<file path="src/rtl/oclib_uart_hex_parser.sv">
// ASCII hex word parser for a UART byte stream: accumulates hex digits, emits a word on separator/terminator.
// Optional "0x"/"0X" prefix skipping is enabled by defining OCLIB_UART_HEX_PARSER_PREFIX_EN.
module oclib_uart_hex_parser #(
  parameter int DataWidth  = 32,
  parameter int ErrorWidth = 2
) (
  input  logic                  clock,
  input  logic                  reset,
  input  logic                  clearError,
  output logic [ErrorWidth-1:0] error,
  input  logic [7:0]            rxData,
  input  logic                  rxValid,
  output logic                  rxReady,
  output logic [DataWidth-1:0]  outData,
  output logic                  outTerm,
  output logic                  outValid,
  input  logic                  outReady
);

  localparam int NumDigits = DataWidth / 4;
  localparam int CntW      = $clog2(NumDigits + 1);

  typedef enum logic [1:0] {StIdle, StAccum, StDiscard, StEmit} state_t;

  state_t                state, state_nx;
  logic [DataWidth-1:0]  acc, acc_nx, data_nx;
  logic [CntW-1:0]       cnt, cnt_nx;
  logic                  term_nx;
  logic [ErrorWidth-1:0] err_set;
  logic                  accept, is_digit, is_sep, is_term;
  logic [3:0]            nib;

  assign rxReady  = (state != StEmit);
  assign outValid = (state == StEmit);
  assign accept   = rxValid && rxReady;
  assign is_sep   = (rxData == 8'h20) || (rxData == 8'h09) || (rxData == 8'h2C);
  assign is_term  = (rxData == 8'h0D) || (rxData == 8'h0A);

  always_comb begin
    is_digit = 1'b0;
    nib      = 4'd0;
    if (rxData >= 8'h30 && rxData <= 8'h39) begin
      is_digit = 1'b1;
      nib      = rxData[3:0];
    end else if ((rxData >= 8'h41 && rxData <= 8'h46) || (rxData >= 8'h61 && rxData <= 8'h66)) begin
      is_digit = 1'b1;
      nib      = rxData[3:0] + 4'd9;
    end
  end

`ifdef OCLIB_UART_HEX_PARSER_PREFIX_EN
  logic pfx, pfx_nx, is_x;
  assign is_x = (rxData == 8'h78) || (rxData == 8'h58);
  always_ff @(posedge clock or negedge reset)
    if (!reset) pfx <= 1'b0;
    else        pfx <= pfx_nx;
`endif

  always_comb begin
    state_nx = state;
    acc_nx   = acc;
    cnt_nx   = cnt;
    data_nx  = outData;
    term_nx  = outTerm;
    err_set  = '0;
`ifdef OCLIB_UART_HEX_PARSER_PREFIX_EN
    pfx_nx   = pfx;
`endif
    case (state)
      StIdle: if (accept) begin
        if (is_digit) begin
          acc_nx   = DataWidth'(nib);
          cnt_nx   = CntW'(1);
          state_nx = StAccum;
`ifdef OCLIB_UART_HEX_PARSER_PREFIX_EN
          pfx_nx   = 1'b0;
`endif
        end else if (!(is_sep || is_term)) begin
          err_set[0] = 1'b1;
          state_nx   = StDiscard;
        end
      end
      StAccum: if (accept) begin
`ifdef OCLIB_UART_HEX_PARSER_PREFIX_EN
        // a lone leading '0' followed by x/X is a prefix, once per word
        if (is_x && !pfx && cnt == CntW'(1) && acc == '0) begin
          acc_nx = '0;
          cnt_nx = '0;
          pfx_nx = 1'b1;
        end else
`endif
        if (is_digit) begin
          acc_nx = (acc << 4) | DataWidth'(nib);
          if (cnt == CntW'(NumDigits)) err_set[1] = 1'b1;
          else                         cnt_nx     = cnt + CntW'(1);
        end else if (is_sep || is_term) begin
          data_nx  = acc;
          term_nx  = is_term;
          acc_nx   = '0;
          cnt_nx   = '0;
          state_nx = StEmit;
        end else begin
          err_set[0] = 1'b1;
          acc_nx     = '0;
          cnt_nx     = '0;
          state_nx   = StDiscard;
        end
      end
      StDiscard: if (accept && (is_sep || is_term)) state_nx = StIdle;
      StEmit:    if (outReady) state_nx = StIdle;
      default:   state_nx = StIdle;
    endcase
  end

  always_ff @(posedge clock or negedge reset) begin
    if (!reset) begin
      state   <= StIdle;
      acc     <= '0;
      cnt     <= '0;
      outData <= '0;
      outTerm <= 1'b0;
      error   <= '0;
    end else begin
      state   <= state_nx;
      acc     <= acc_nx;
      cnt     <= cnt_nx;
      outData <= data_nx;
      outTerm <= term_nx;
      // a freshly detected error wins over a simultaneous clear
      error   <= (clearError ? '0 : error) | err_set;
    end
  end

endmodule
</file>
<file path="config.mk">
export PLATFORM = sky130hd
export DESIGN_NAME = oclib_uart_hex_parser
export DESIGN_NICKNAME = d
export VERILOG_FILES = /design/src/rtl/oclib_uart_hex_parser.sv
export SDC_FILE = /design/constraint.sdc
export NUM_CORES = 1
export LEC_CHECK = 0
export BUFFER_PORTS_ARGS = -buffer_cell sky130_fd_sc_hd__buf_4
export CORE_UTILIZATION = 39
export CTS_BUF_LIST = sky130_fd_sc_hd__clkbuf_4 sky130_fd_sc_hd__clkbuf_8 sky130_fd_sc_hd__clkbuf_16
export DETAILED_ROUTE_END_ITERATION = 10
export PLACE_DENSITY_LB_ADDON = 0.05
export SKIP_CTS_REPAIR_TIMING = 1
export SLEW_MARGIN = 5
export SYNTH_ARGS = -nofsm -noshare
export SYNTH_HDL_FRONTEND = slang
export SYNTH_SLANG_ARGS = --single-unit
</file>
<file path="constraint.sdc">
create_clock -name clock -period 2 [get_ports clock]
set_input_delay 0.3 -clock clock [delete_from_list [all_inputs] [get_ports clock]]
set_output_delay 0.3 -clock clock [all_outputs]
set_load 0.02 [all_outputs]
</file>
Word-level counts from Yosys, hierarchy flattened --
Cells that the tools add are included.
Word-level totals: register bits 73, input bits 13, output and inout bits 37, word-level logic and storage cells 84
Operators by class: add/subtract/negate cells 2, $lt $le $gt $ge 6, equal/unequal tests 18, mux-type cells 33, bitwise gates (word level) 3, reduce and logical (&&, ||, !) cells 16
Operators with widths (number):
- two-way mux 32 bit | 4
- one-hot mux 32 bit (2 select lines) | 1
- OR 32 x 4 -> 32 bit | 1
- two-way mux 4 bit | 7
- equality test 8 x 4 -> 1 bit (second input constant) | 3
- two-way mux 2 bit | 9
- equality test 8 x 6 -> 1 bit (second input constant) | 2
- greater-or-equal comparator 8 x 7 -> 1 bit (second input constant) | 2
- less-or-equal comparator 8 x 7 -> 1 bit (second input constant) | 2
- inequality test 2 bit (second input constant) | 6
- two-way mux 1 bit | 9
- greater-or-equal comparator 8 x 6 -> 1 bit (second input constant) | 1
- less-or-equal comparator 8 x 6 -> 1 bit (second input constant) | 1
- one-hot mux 2 bit (4 select lines) | 1
- one-hot mux 4 bit (2 select lines) | 1
- AND reduction 4 bit | 2
- inequality test 3 bit (second input constant) | 2
- AND reduction 6 bit | 1
- logical AND 1 bit | 5
- logical OR 1 bit | 5
- AND reduction 5 bit | 1
- adder 4 x 1 -> 4 bit (second input constant) | 1
- adder 4 bit (second input constant) | 1
- equality test 2 bit (second input constant) | 2
- other kinds (8) | 8

Longest topological paths before layout --
depth after elaboration 9, depth in mapped cells 8, mapped depth without buffers 7

Least setup slack after synthesis --
No wires, ideal clock.
path kind input-to-reg, start input rxData[1], end register outData[19], library setup time 0.125 ns, data arrival time 1.907 ns, data required time 1.875 ns, slack -0.032 ns, stages on the path 8, path buffers 1, path through inv_1 -> ha_1 -> o21bai_4 -> a2111oi_4 -> nor2_2 -> nand4_4 -> buf_6 -> mux2_2
Between the ends: cells in the longest elaborated chain, start to end 7, elaborated cells on any way between the ends 23, classes of those cells 6 x order compare; 5 x eq/ne; 2 x mux; 1 x bitwise; 9 x reduce/logical
Ends and longest elaborated chain:
- start, declared | line 11 | input logic [7:0] rxData,
- greater-or-equal comparator 8 x 7 -> 1 bit or less-or-equal comparator 8 x 7 -> 1 bit (tied branches) | line 45 | end else if ((rxData >= 8'h41 && rxData <= 8'h46) || (rxData >= 8'h61 && rxData <= 8'h66)) begin
- logical AND 1 bit | line 45
- logical OR 1 bit | line 45
- two-way mux 1 bit | line 45
- two-way mux 1 bit | line 42 | if (rxData >= 8'h30 && rxData <= 8'h39) begin
- inverter 1 bit (no source line)
- AND reduction 4 bit (no source line) (*)
- end signal, assigned | line 127 | outData <= data_nx;
- end, declared | line 14 | output logic [DataWidth-1:0] outData,
Mark *: on every way between the ends. The rest lies on a longest branch, timed or not. A chain may end at the register's enable or synchronous reset.

Worst setup path in the final report --
start input rxData[0], end register outData[21]
Same word-level chain as after synthesis.

==> flow_summary.json <==
{
  "slew_viol_final": 0,
  "setup_viol_count_final": 0,
  "ios": 50,
  "vias": 2256,
  "cts_root_buffer": "clkbuf_8",
  "tritoncts": "built",
  "crit_required_ps": 2220,
  "path_class": "in -> reg",
  "synth-seq-area-share": 0.5652,
  "die_w_um": 93.03,
  "path_max_fanout": 21,
  "yosys_warnings": 0,
  "cts_max_level": 3,
  "synth.distinct_cells": 39,
  "cp_slowest_cell": "mux2_2",
  "dr.max_layer_used": "met4",
  "drive_above_1_share": 0.3361,
  "hp-class": "in -> reg",
  "num_rows": 32,
  "wl_met2_um": 2932,
  "grt_pass1_wl_um": 10900,
  "initial_core_util": 0.4097,
  "synth_seq_cells": 73,
  "wirelength_met1_um": 3046,
  "nNetsFinal": 378,
  "drc": 0,
  "clock_path_buffers": 2,
  "clock_latency_ps": 330,
  "mostFrequentLayoutCell": "dfrtp_1",
  "cp_common_cell": "buf_4",
  "place_area_mm2": 0.003851,
  "core_area_mm2": 0.007888,
  "hold_violations": 0,
  "drv_cap": 0,
  "grt_overflow": 0,
  "grt_usage": 0.1638,
  "slowest_delay_ps": 360,
  "routedWlPerCell_um": 13.62,
  "critPathArrivalTime_ps": 2010,
  "antenna_found_initial": 0,
  "drt_iter0_drc": 69,
  "start_kind": "primary input",
  "antenna_cells": 0,
  "drtAntennaViolNets": 0,
  "ys.flop_type": "dfrtp_1",
  "cts_buffers": 9,
  "gp_congestion": 0.8229,
  "holdWs_ps": 154.5,
  "cts.clk_slew.worst_paths_ps": 70,
  "syn-num-nets": 311,
  "syn_to_final_growth_pct": 25.20,
  "async_flop_share": 1.000,
  "first_pass_iters": 4,
  "fp.dieH_um": 93.03,
  "ir_drop_uv": 364.2,
  "grt_pass1_vias": 2232,
  "min_period_ps": 1789,
  "end_kind": "register",
  "synth.avg_cell_area_um2": 11.07,
  "skew_ps": 7.502,
  "path_cells": "buf_4, inv_1, ha_1, buf_4, o21bai_4, a2111oi_4, nor2_2, nand4_4, buf_12, mux2_2",
  "setup_tns_ps": 0,
  "tightest_slew_ps": 597.8,
  "final_area_mm2": 0.004046,
  "rsz0062_at_grt": "false",
  "wl_met3_um": 219,
  "wl_um": 6332,
  "power_density_mw_per_mm2": 674.4,
  "grt_max_degree": 55,
  "p_leak_uw": 0.001975,
  "clkSinkCount": 73,
  "timing.fmax_mhz": 558.8,
  "dieArea_mm2": 0.008655,
  "final_cell_mix": "73 x dfrtp_1, 72 x nand2_1, 64 x buf_4, 32 x mux2_2, 20 x o21ai_0",
  "fin_crit_sh": 0.8947,
  "io_buffers": 49,
  "via_per_inst": 4.852,
  "status": "finished clean",
  "synth.cell_area_mm2": 0.003232,
  "post-dp-hpwl_um": 4379,
  "synth_edf_count": 0,
  "relSlewSlack": 0.6015,
  "syn_inst": 292
}
[synthesized netlist by cell type, types with 2 or more instances]
library cell / count / area [um^2]
ha_1: 6 / 75.07
buf_2: 5 / 25.02
inv_1: 11 / 41.29
mux2i_1: 2 / 20.02
nor2_1: 4 / 15.01
clkbuf_1: 5 / 18.77
buf_6: 4 / 45.04
dfrtp_1: 73 / 1827
and3b_1: 2 / 17.52
nand3_1: 2 / 10.01
nor2b_1: 3 / 18.77
nand2_1: 72 / 270.3
and2_1: 2 / 12.51
mux2_2: 32 / 360.4
o21ai_1: 15 / 75.07
o211ai_1: 3 / 22.52
o21ai_0: 20 / 100.1
nand4_1: 2 / 12.51
a21oi_1: 9 / 45.04
[per-stage QoR]
stage	worst slack [ps]	cells	utilization	total power [uW]
after floorplan	21.07	292	-	1598
after global placement	-84.37	449	0.4883	1690
after detailed placement	-145.2	449	0.4883	1690
after CTS	220.5	464	0.5117	2765
after global routing	59.22	465	0.5130	2854
final	210.5	465	0.5130	2729
[layout make-up]
class	instances	area [um^2]
fillers	715	3841
flip-flops and latches	73	1827
multi-input cells	194	1275
repair buffers	70	590.6
clock buffers	13	172.7
well taps	102	127.6
inverters	11	41.29
clock inverters	2	12.51
[kinds of logic (layout without fill, tap and decap cells)]
| kind of cell | after synthesis | in the layout | share of synthesized area |
|---|---|---|---|
| and+or+nand+nor | 93 | 93 | 0.1274 |
| xor gates and xnor gates | 1 | 1 | 0.002711 |
| adders and majority gates | 6 | 6 | 0.02323 |
| buffers and inverters | 25 | 96 | 0.04026 |
| AOI/OAI and AO/OA | 59 | 59 | 0.1200 |
| muxes | 35 | 35 | 0.1212 |
| DFF | 73 | 73 | 0.5652 |
[flip-flops by register name, indices dropped and copies added (netlist names)]
name     flops
cnt          4
state        2
error        2
outTerm      1
outData     32
acc         32
[power breakdown]
group	total, uW	switching, uW	internal (uW)
combinational	153	87.8	65.7
sequential	1510	14.8	1490
clock	1070	511	558
total	2730	614	2120
[per-layer routing]
metal  track usage  vias to the layer above
met4       0.06667                        0
met1        0.2192                     1074
met2        0.2574                       43
li1              -                     1128
met3       0.03659                       11
met5             0                        -
[worst paths after layout]
kind / startpoint / endpoint / slack (ps) / cells past startpoint
worst min-delay path: clearError / error[0] / 150 / 2
worst max-delay path: rxData[0] / outData[21] / 210 / 10
worst min register to register: acc[30] / acc[30] / 490 / 2
max in group asynchronous: reset / acc[1] / 930 / 3
worst max register to register: state[1] / acc[19] / 460 / 5
min in group asynchronous: reset / acc[14] / 510 / 2
[critical path, delay by kind of cell]
family / cells / cell delay (ps)
AOI/OAI and AO/OA: 2 / 410
adders and majority gates: 1 / 180
buffers and inverters: 4 / 510
muxes: 1 / 360
and+or+nand+nor: 2 / 240
(Power assumes the default switching activity.)
